File: src/rtl/arm_fetch_pkg.sv
// arm_fetch_pkg: shared core defines (CPSR bits, fetch unit defaults, fetch FSM states)
package arm_fetch_pkg;
    localparam int CPSR_N = 31;
    localparam int CPSR_Z = 30;
    localparam int CPSR_C = 29;
    localparam int CPSR_V = 28;
    localparam int CPSR_I = 7;
    localparam int CPSR_F = 6;
    localparam int CPSR_T = 5;
    localparam int FETCH_DEPTH_DEF = 4;
    localparam logic [31:0] RESET_VECTOR_DEF = 32'h0000_0000;
    localparam int FIFO_W = 62;
    typedef enum logic [1:0] {ST_IDLE, ST_REQ, ST_DISCARD, ST_HALT} fetch_state_t;
endpackage

File: src/rtl/fetch_fifo.sv
// fetch_fifo: prefetch queue of {word_pc, instruction} entries
//   push/din   : write an entry (ignored when full)
//   pop/dout   : consume the head (ignored when empty); dout reads 0 when empty
//   flush      : drop all entries
//   full/empty/count : occupancy status
module fetch_fifo
    import arm_fetch_pkg::*;
#(
    parameter int DEPTH = FETCH_DEPTH_DEF,
    parameter int W = FIFO_W
) (
    input  logic                         clk,
    input  logic                         rst,
    input  logic                         push,
    input  logic                         pop,
    input  logic                         flush,
    input  logic [W-1:0]                 din,
    output logic [W-1:0]                 dout,
    output logic                         full,
    output logic                         empty,
    output logic [$clog2(DEPTH+1)-1:0]   count
);
    localparam int AW = $clog2(DEPTH);
    localparam int CW = $clog2(DEPTH + 1);
    logic [W-1:0] mem [DEPTH];
    logic [AW-1:0] wr, rd;
    logic do_push, do_pop;
    assign full = count == CW'(DEPTH);
    assign empty = count == '0;
    assign do_push = push && !full;
    assign do_pop = pop && !empty;
    assign dout = empty ? '0 : mem[rd];
    always_ff @(posedge clk) begin
        if (do_push && !rst && !flush) mem[wr] <= din;
    end
    always_ff @(posedge clk) begin
        if (rst || flush) begin
            wr <= '0;
            rd <= '0;
            count <= '0;
        end else begin
            wr <= do_push ? wr + 1'b1 : wr;
            rd <= do_pop ? rd + 1'b1 : rd;
            count <= count + CW'(do_push) - CW'(do_pop);
        end
    end
endmodule

File: src/rtl/arm_fetch.sv
// arm_fetch: instruction prefetch unit feeding arm_core from a single-outstanding imem port
//   imem_req/imem_addr/imem_ack/imem_rdata : word-addressed instruction memory port
//   inst_valid/inst/inst_pc/inst_ready     : FIFO head handed to the core
//   redirect/redirect_pc                   : branch or PC write, flushes and refetches
//   halt/halted                            : stop fetching; halted once nothing is outstanding
module arm_fetch
    import arm_fetch_pkg::*;
#(
    parameter int FETCH_DEPTH = FETCH_DEPTH_DEF,
    parameter logic [31:0] RESET_VECTOR = RESET_VECTOR_DEF
) (
    input  logic        clk,
    input  logic        rst,
    output logic        imem_req,
    output logic [29:0] imem_addr,
    input  logic        imem_ack,
    input  logic [31:0] imem_rdata,
    output logic        inst_valid,
    output logic [31:0] inst,
    output logic [31:0] inst_pc,
    input  logic        inst_ready,
    input  logic        redirect,
    input  logic [31:0] redirect_pc,
    input  logic        halt,
    output logic        halted
);
    localparam int CW = $clog2(FETCH_DEPTH + 1);
    fetch_state_t state, state_nxt;
    logic [29:0] fpc, hold_addr;
    logic push, pop, full, empty, room;
    logic [CW-1:0] count;
    logic [CW:0] cnt_nxt;
    logic [61:0] head;
    logic unused_pc_bits;
    assign unused_pc_bits = ^redirect_pc[1:0];
    assign push = state == ST_REQ && imem_ack && !redirect && !full;
    assign pop = inst_valid && inst_ready && !redirect;
    // A new request is only launched if its data is guaranteed a slot after this cycle's push/pop.
    assign cnt_nxt = {1'b0, count} + (CW+1)'(push) - (CW+1)'(pop);
    assign room = cnt_nxt < (CW+1)'(FETCH_DEPTH);
    fetch_fifo #(.DEPTH(FETCH_DEPTH), .W(FIFO_W)) u_fifo (
        .clk   (clk),
        .rst   (rst),
        .push  (push),
        .pop   (pop),
        .flush (redirect),
        .din   ({fpc, imem_rdata}),
        .dout  (head),
        .full  (full),
        .empty (empty),
        .count (count)
    );
    always_comb begin
        state_nxt = state;
        case (state)
            ST_IDLE:    state_nxt = halt ? ST_HALT : (room || redirect) ? ST_REQ : ST_IDLE;
            ST_REQ:     state_nxt = imem_ack ? (halt ? ST_HALT : (room || redirect) ? ST_REQ : ST_IDLE)
                                             : (redirect ? ST_DISCARD : ST_REQ);
            ST_DISCARD: state_nxt = imem_ack ? (halt ? ST_HALT : ST_REQ) : ST_DISCARD;
            ST_HALT:    state_nxt = halt ? ST_HALT : ST_IDLE;
            default:    state_nxt = ST_IDLE;
        endcase
    end
    // hold_addr freezes the address of a request abandoned by redirect until memory acks it.
    always_ff @(posedge clk) begin
        if (rst) begin
            state <= ST_IDLE;
            fpc <= RESET_VECTOR[31:2];
            hold_addr <= '0;
        end else begin
            state <= state_nxt;
            fpc <= redirect ? redirect_pc[31:2] : push ? fpc + 30'd1 : fpc;
            if (state != ST_DISCARD) hold_addr <= fpc;
        end
    end
    assign imem_req = state == ST_REQ || state == ST_DISCARD;
    assign imem_addr = state == ST_REQ ? fpc : state == ST_DISCARD ? hold_addr : '0;
    assign inst_valid = !empty;
    assign inst = head[31:0];
    assign inst_pc = {head[61:32], 2'b00};
    assign halted = state == ST_HALT;
endmodule
File: config.mk
export PLATFORM = sky130hd
export DESIGN_NAME = arm_fetch
export DESIGN_NICKNAME = d
export VERILOG_FILES = /design/src/rtl/arm_fetch_pkg.sv /design/src/rtl/fetch_fifo.sv /design/src/rtl/arm_fetch.sv
export SDC_FILE = /design/constraint.sdc
export NUM_CORES = 1
export LEC_CHECK = 0
export ABC_CLOCK_PERIOD_IN_PS = 5350
export BUFFER_PORTS_ARGS = -buffer_cell sky130_fd_sc_hd__buf_4
export CAP_MARGIN = 10
export CORE_MARGIN = 5
export CORE_UTILIZATION = 62
export DETAILED_ROUTE_END_ITERATION = 8
export PLACE_DENSITY = 0.84
export SETUP_SLACK_MARGIN = 0.2
export SKIP_CTS_REPAIR_TIMING = 1
export SLEW_MARGIN = 20
export SYNTH_ARGS = -nofsm -noshare
export SYNTH_HDL_FRONTEND = slang
export SYNTH_HIERARCHICAL = 1
export SYNTH_SLANG_ARGS = --single-unit
File: constraint.sdc
create_clock -name clk -period 5.35 [get_ports clk]
set_input_delay 0 -clock clk [delete_from_list [all_inputs] [get_ports clk]]
set_output_delay 0 -clock clk [all_outputs]
set_load 0.1 [all_outputs]
### After elaboration in Yosys (flattened, before gate mapping)

Memory sizes are Yosys's and may differ from the RTL's. A register that Yosys moved wholly into a read port is not among the register bits.
Cells that the tools add are included.

* flip-flop bits (word level): 69
* memory bits (writable): 248
* output and inout port bits: 97
* logic and storage cells: 56
* memories kept: 1

Memories
* u_fifo.mem: words 4, width 62, rd ports 1, clocked after Yosys merged registers in 1, write ports 1, line fetch_fifo.sv:25 `logic [W-1:0] mem [DEPTH];`

* add/subtract/negate cells: 7
* $lt $le $gt $ge: 1
* equal/unequal tests: 5
* mux-type cells: 17
* reduce and logical (&&, ||, !) cells: 19

Operator list (number)
* $mux 30: 4
* $mux 62: 1
* $add 30x1->30 const B: 1
* $mux 2: 8
* $logic_and 1x1->1: 9
* $pmux 2 s4: 1
* $add 2x1->2 const B: 2
* $add 3x1->4: 1
* $eq 2x2->1 const B: 2
* $logic_not 1->1: 4
* $lt 4x3->1 const B: 1
* $sub 4x1->4: 1
* $add 3x1->3: 1
* $eq 3x3->1 const B: 1
* $logic_not 3->1: 1
* $logic_or 1x1->1: 3
* $mux 1: 3
* $sub 3x1->3: 1
* $eq 2x1->1 const B: 1
* $logic_not 2->1: 1
* $ne 2x2->1 const B: 1
* $reduce_bool 2->1: 1

### Logic depth before layout (Yosys ltp)

* depth after elaboration: 12
* gate-level depth with buffers: 14
* gate-level depth less buffers: 13

### Hierarchy

Netlist, hierarchy kept.

By module, submodules not included
* fetch_fifo: instances 1, cells an instance 444, area each 9938.3 um^2, sequential area each 7627.3 um^2
* arm_fetch: instances 1, cells an instance 480, area each 3619.7 um^2, sequential area each 1241.2 um^2

### Worst setup path before layout

Ideal clock, no wire load.

* path type: register to register
* start point: reg u_fifo.count[2]
* end point: mem u_fifo/mem[0][0] (netlist bit) (enable)
* library setup time: 427 ps
* arrival: 2864 ps
* data required time: 4923 ps
* setup slack: 2059 ps
* stages on the path, launching flop included: 7
* cell sequence: dfxtp_1 -> nor3b_2 -> nor4bb_1 -> buf_2 -> clkinv_1 -> nor2_1 -> and3_1

* cells in the longest elaborated chain, start to end: 8

RTL lines
* start, declared: line fetch_fifo.sv:21 `output logic [$clog2(DEPTH+1)-1:0] count`
* start signal, assigned: line fetch_fifo.sv:44 `count <= count + CW'(do_push) - CW'(do_pop);`
* $eq 3x3->1: line fetch_fifo.sv:28 `assign full = count == CW'(DEPTH);`
* net full: line arm_fetch.sv:30 `logic push, pop, full, empty, room;`
* $logic_not 1->1: line arm_fetch.sv:36 `assign push = state == ST_REQ && imem_ack && !redirect && !full;`
* $logic_and 1x1->1: line arm_fetch.sv:36
* net push: line arm_fetch.sv:30
* $logic_and 1x1->1: line fetch_fifo.sv:30 `assign do_push = push && !full;`
* $logic_and 1x1->1 (2 in a row): line fetch_fifo.sv:34 `if (do_push && !rst && !flush) mem[wr] <= din;`
* $mux 1: line fetch_fifo.sv:34
* $mux 1 (not written as such): line fetch_fifo.sv:34
* end, declared: line fetch_fifo.sv:25

The timed path passes the listed nets, and every way through them passes these cells.

### Worst setup path after layout

* start point: reg u_fifo.count[1]
* end point: reg u_fifo.count[2]

* cells in the longest elaborated chain, start to end: 6
* elaborated cells on any way between the ends: 11

RTL lines (line)
* $eq 3x3->1 *: fetch_fifo.sv:28
* net full: arm_fetch.sv:30
* $logic_not 1->1 *: fetch_fifo.sv:30, arm_fetch.sv:36
* $logic_and 1x1->1: arm_fetch.sv:36
* $logic_and 1x1->1 *: fetch_fifo.sv:30
* $add 3x1->3 *: fetch_fifo.sv:44
* $sub 3x1->3 *: fetch_fifo.sv:44

The timed path passes the listed nets; every way through them passes the cells marked *.
A chain may end at the register's enable or synchronous reset.

==> impl_metrics.tcl <==
set metrics [dict create \
    multi_input_area_um2 4240 \
    muxShareOfSynthArea_pct 10.4 \
    min_from "rst" \
    synth_top_family_by_area "simple AND/OR/NAND/NOR gates" \
    synth_cells 924 \
    cts_tree "done" \
    crit_path_top_delay_cell "dfxtp_1" \
    num_io_pins 167 \
    synth_area_per_cell_um2 14.7 \
    die_w_um 158 \
    dieHeight_um 158 \
    clk_path_buf_depth 3 \
    p_int_w 0.00417 \
    slew-limit-headroom_pct 39.1 \
    area_delta_synth_final_pct 22.2 \
    worst-endpoint-arrival_ns 3.60 \
    worstPathRequired_ns 5.76 \
    fp-row-count 54 \
    sw_frac_of_total_pct 25.3 \
    placed_area_um2 14900 \
    min_path_type "in -> reg" \
    regArea_um2 8870 \
    antenna_found_initial 0 \
    worstPathMaxFanout 7 \
    grtUsageTotal_pct 24.0 \
    async_flop_share_pct 0 \
    fin_setup_tns_ns 0 \
    end_kind "flip-flop" \
    cts_num_sinks 319 \
    min_period_over_period_pct 59.6 \
    synth_xor_area_share_pct 0.840 \
    synth-edff-count 248 \
    dp_hpwl_um 18500 \
    path_buf_inv 4 \
    drtAntennaViolNets 0 \
    crit_chain "nor3b_2, nor4bb_1, buf_4, clkinv_1, nor2_1, inv_1, ha_1, inv_1, ha_1, fa_1, xnor2_1, xnor2_1, nor3_1" \
    worst-r2r-cell-count 13 \
    synth_top_area_share_pct 54.9 \
    drc 0 \
    synthSimpleGateAreaFrac_pct 12.2 \
    setup_viol 0 \
    synth_fa_ha_area_share_pct 1.44 \
    dieArea_um2 24900 \
    fillers 1185 \
    dp.cells 1314 \
    ys_ff_latch 319 \
    firstDrtPassIters 5 \
    hold_path_end "hold_addr[25]$_SDFFE_PP0N_" \
    regToRegEndpoint "u_fifo/count[2]$_SDFF_PP0_" \
    holdPathStages 2 \
    yosys_warnings 6 \
    clk_latency_ns 0.55 \
    power.switching_w 0.00141 \
    ys.flop_type "edfxtp_1" \
    grt_overflow 0 \
    timing.rr.start "u_fifo/count[1]$_SDFF_PP0_" \
    fmax_ghz 0.313 \
    drv_cap 0 \
    path_class "reg -> reg" \
    design_area_um2 16600 \
    p_seq_share_pct 49.8 \
    core_area_um2 21700 \
    start_util_pct 62.5 \
    p_leak_nw 5.73 \
    clk_pin_slew_ns 0.06 \
    cts_made_buffers 30 \
    ys_top_cells_by_area "edfxtp_1 (55%), dfxtp_1 (10%), mux4_2 (10%)" \
    p_per_area_nw_per_um2 337 \
    holdWs_ns -0.0201 \
    finalWirelength_um 32000 \
    place.gp.congestion 0.821 \
    min_period_ns 3.19 \
    worst-slew-pin-transition_ns 0.913 \
    drive_above_1_share_pct 25.9 \
    num-nets-final 1222 \
    clockRootBuffer "clkbuf_16" \
    netlist_area_um2 13600 \
    pwr-share-comb_pct 11.9 \
    drv_slew 0 \
    synth_cell_types 67 \
    violations "negative hold slack" \
    hold_viol_final 8 \
    final_cells 1441 \
    yosysSeqAreaShare_pct 65.4 \
    num_antenna_cells 0 \
    status "complete, but fails checks" \
    vias 8775 \
    cpLargestDelayFamily "adder cells" \
    port_buffers 162 \
    crit_path_max_incr_delay_ns 0.50 \
    grt_max_degree 67 \
    rsz0062_at_grt "false" \
    cp-start-kind "flip-flop" \
    routedWlPerCell_um 22.2 \
    grt_pass1_vias 8320 \
    drt_iter0_drc 780 \
    yosysTopAreaCell "edfxtp_1" \
    rrSetupSlack_ns 2.16 \
    h-tree-depth 1 \
    clkPwrFrac_pct 38.3 \
    fin_skew_ns 0.0131 \
    vias_per_cell 6.09 \
    ir_drop_uv 282 \
    synth-compound-area-share_pct 6.16 \
    grt_pass1_wl_um 46500 \
]
-- through the flow --
step / utilization (%) / total power [W] / setup WS (ns)
6_report: 76.4 / 0.00558 / 2.16
5_1_grt: 76.4 / 0.00576 / 1.98
4_1_cts: 73.1 / 0.00554 / 2.19
3_5_place_dp: 68.5 / 0.00343 / 2.19
3_3_place_gp: 68.5 / 0.00342 / 2.26
2_1_floorplan: - / 0.00327 / 2.06
-- Yosys cell counts, types with 7 or more instances --
master,number
inv_1,19
a211oi_1,9
or4_1,10
nand4_1,12
buf_2,19
edfxtp_1,248
ha_1,14
clkbuf_1,33
a21oi_1,37
nand2_1,85
or3_1,7
nand3_1,12
nand2b_1,29
and3_1,13
nor2b_1,62
o31ai_1,7
a311oi_1,10
nor2_1,22
dfxtp_1,71
xor2_1,7
o21ai_0,38
mux4_2,62
-- how the worst max path moves through the flow --
stage | end | depth (start not counted) | startpoint
after global placement | u_fifo/mem[1][15]$_DFFE_PP_ | 7 | u_fifo/count[1]$_SDFF_PP0_
after CTS | u_fifo/mem[0][6]$_DFFE_PP_ | 7 | u_fifo/count[1]$_SDFF_PP0_
after global routing | u_fifo/count[2]$_SDFF_PP0_ | 13 | u_fifo/count[1]$_SDFF_PP0_
after floorplan | u_fifo/mem[0][0]$_DFFE_PP_ | 6 | u_fifo/count[2]$_SDFF_PP0_
after detailed placement | u_fifo/mem[0][15]$_DFFE_PP_ | 7 | u_fifo/count[1]$_SDFF_PP0_
final | u_fifo/count[2]$_SDFF_PP0_ | 13 | u_fifo/count[1]$_SDFF_PP0_
-- metal layers --
layer / share of wire, % / global-route usage (%) / vias up / routed length (um)
li1: - / - / 3942 / -
met1: 39 / 34.9 / 4297 / 12500
met2: 50 / 38.9 / 455 / 16000
met3: 8.5 / 3.66 / 81 / 2730
met4: 2.5 / 5.94 / 0 / 795
met5: 0 / 0 / - / 0
-- layout make-up --
class	instances	share of cell area (%)
clock buffer	43	5.20
multi-input combinational	519	25.6
clock inverter	13	0.861
inverter	21	0.476
tap	280	2.11
timing repair buffer	246	12.2
sequential	319	53.6
-- worst reg2reg max path, stage by stage (launching register included) --
cell	delay (ns)
dfxtp_1	0.50
nor3b_2	0.15
nor4bb_1	0.28
buf_4	0.20
clkinv_1	0.11
nor2_1	0.33
inv_1	0.11
ha_1	0.31
inv_1	0.04
ha_1	0.20
fa_1	0.41
xnor2_1	0.19
xnor2_1	0.15
nor3_1	0.06
-- state kept, by name, indices dropped and copies added (netlist names), named ones only --
name          flops
u_fifo/mem      248
u_fifo/rd         2
fpc              30
u_fifo/count      3
hold_addr        30
u_fifo/wr         2
state             2
-- power by group through the flow --
stage	combinational (W)	sequential, W	clock, W
after floorplan	0.000468	0.00280	0
after global placement	0.000596	0.00282	0
after detailed placement	0.000603	0.00283	0
after CTS	0.000607	0.00278	0.00216
after global routing	0.000695	0.00278	0.00228
final	0.000661	0.00278	0.00214
-- cell usage in the layout, fill, tap and decap left out, types with 13 or more instances in the layout --
cell           synthesis  final
edfxtp_1             248    248
nor2_1                22     22
inv_1                 19     19
nand2_1               85     85
dlygate4sd3_1          0     71
buf_4                  3    175
dfxtp_1               71     69
ha_1                  14     13
mux4_2                62     62
clkbuf_16              0     31
a21oi_1               37     37
o21ai_0               38     38
nor2b_1               62     62
nand2b_1              29     29
-- cell families (layout without fill, tap and decap cells) --
group	count (synthesis)	count (layout)
and+or+nand+nor	294	294
buffers and inverters	87	323
other	1	2
adders and majority gates	15	15
AOI/OAI and AO/OA	131	131
muxes	64	64
DFF	319	319
xor gates and xnor gates	13	13
Note: power is estimated with default switching activity, not from simulation.
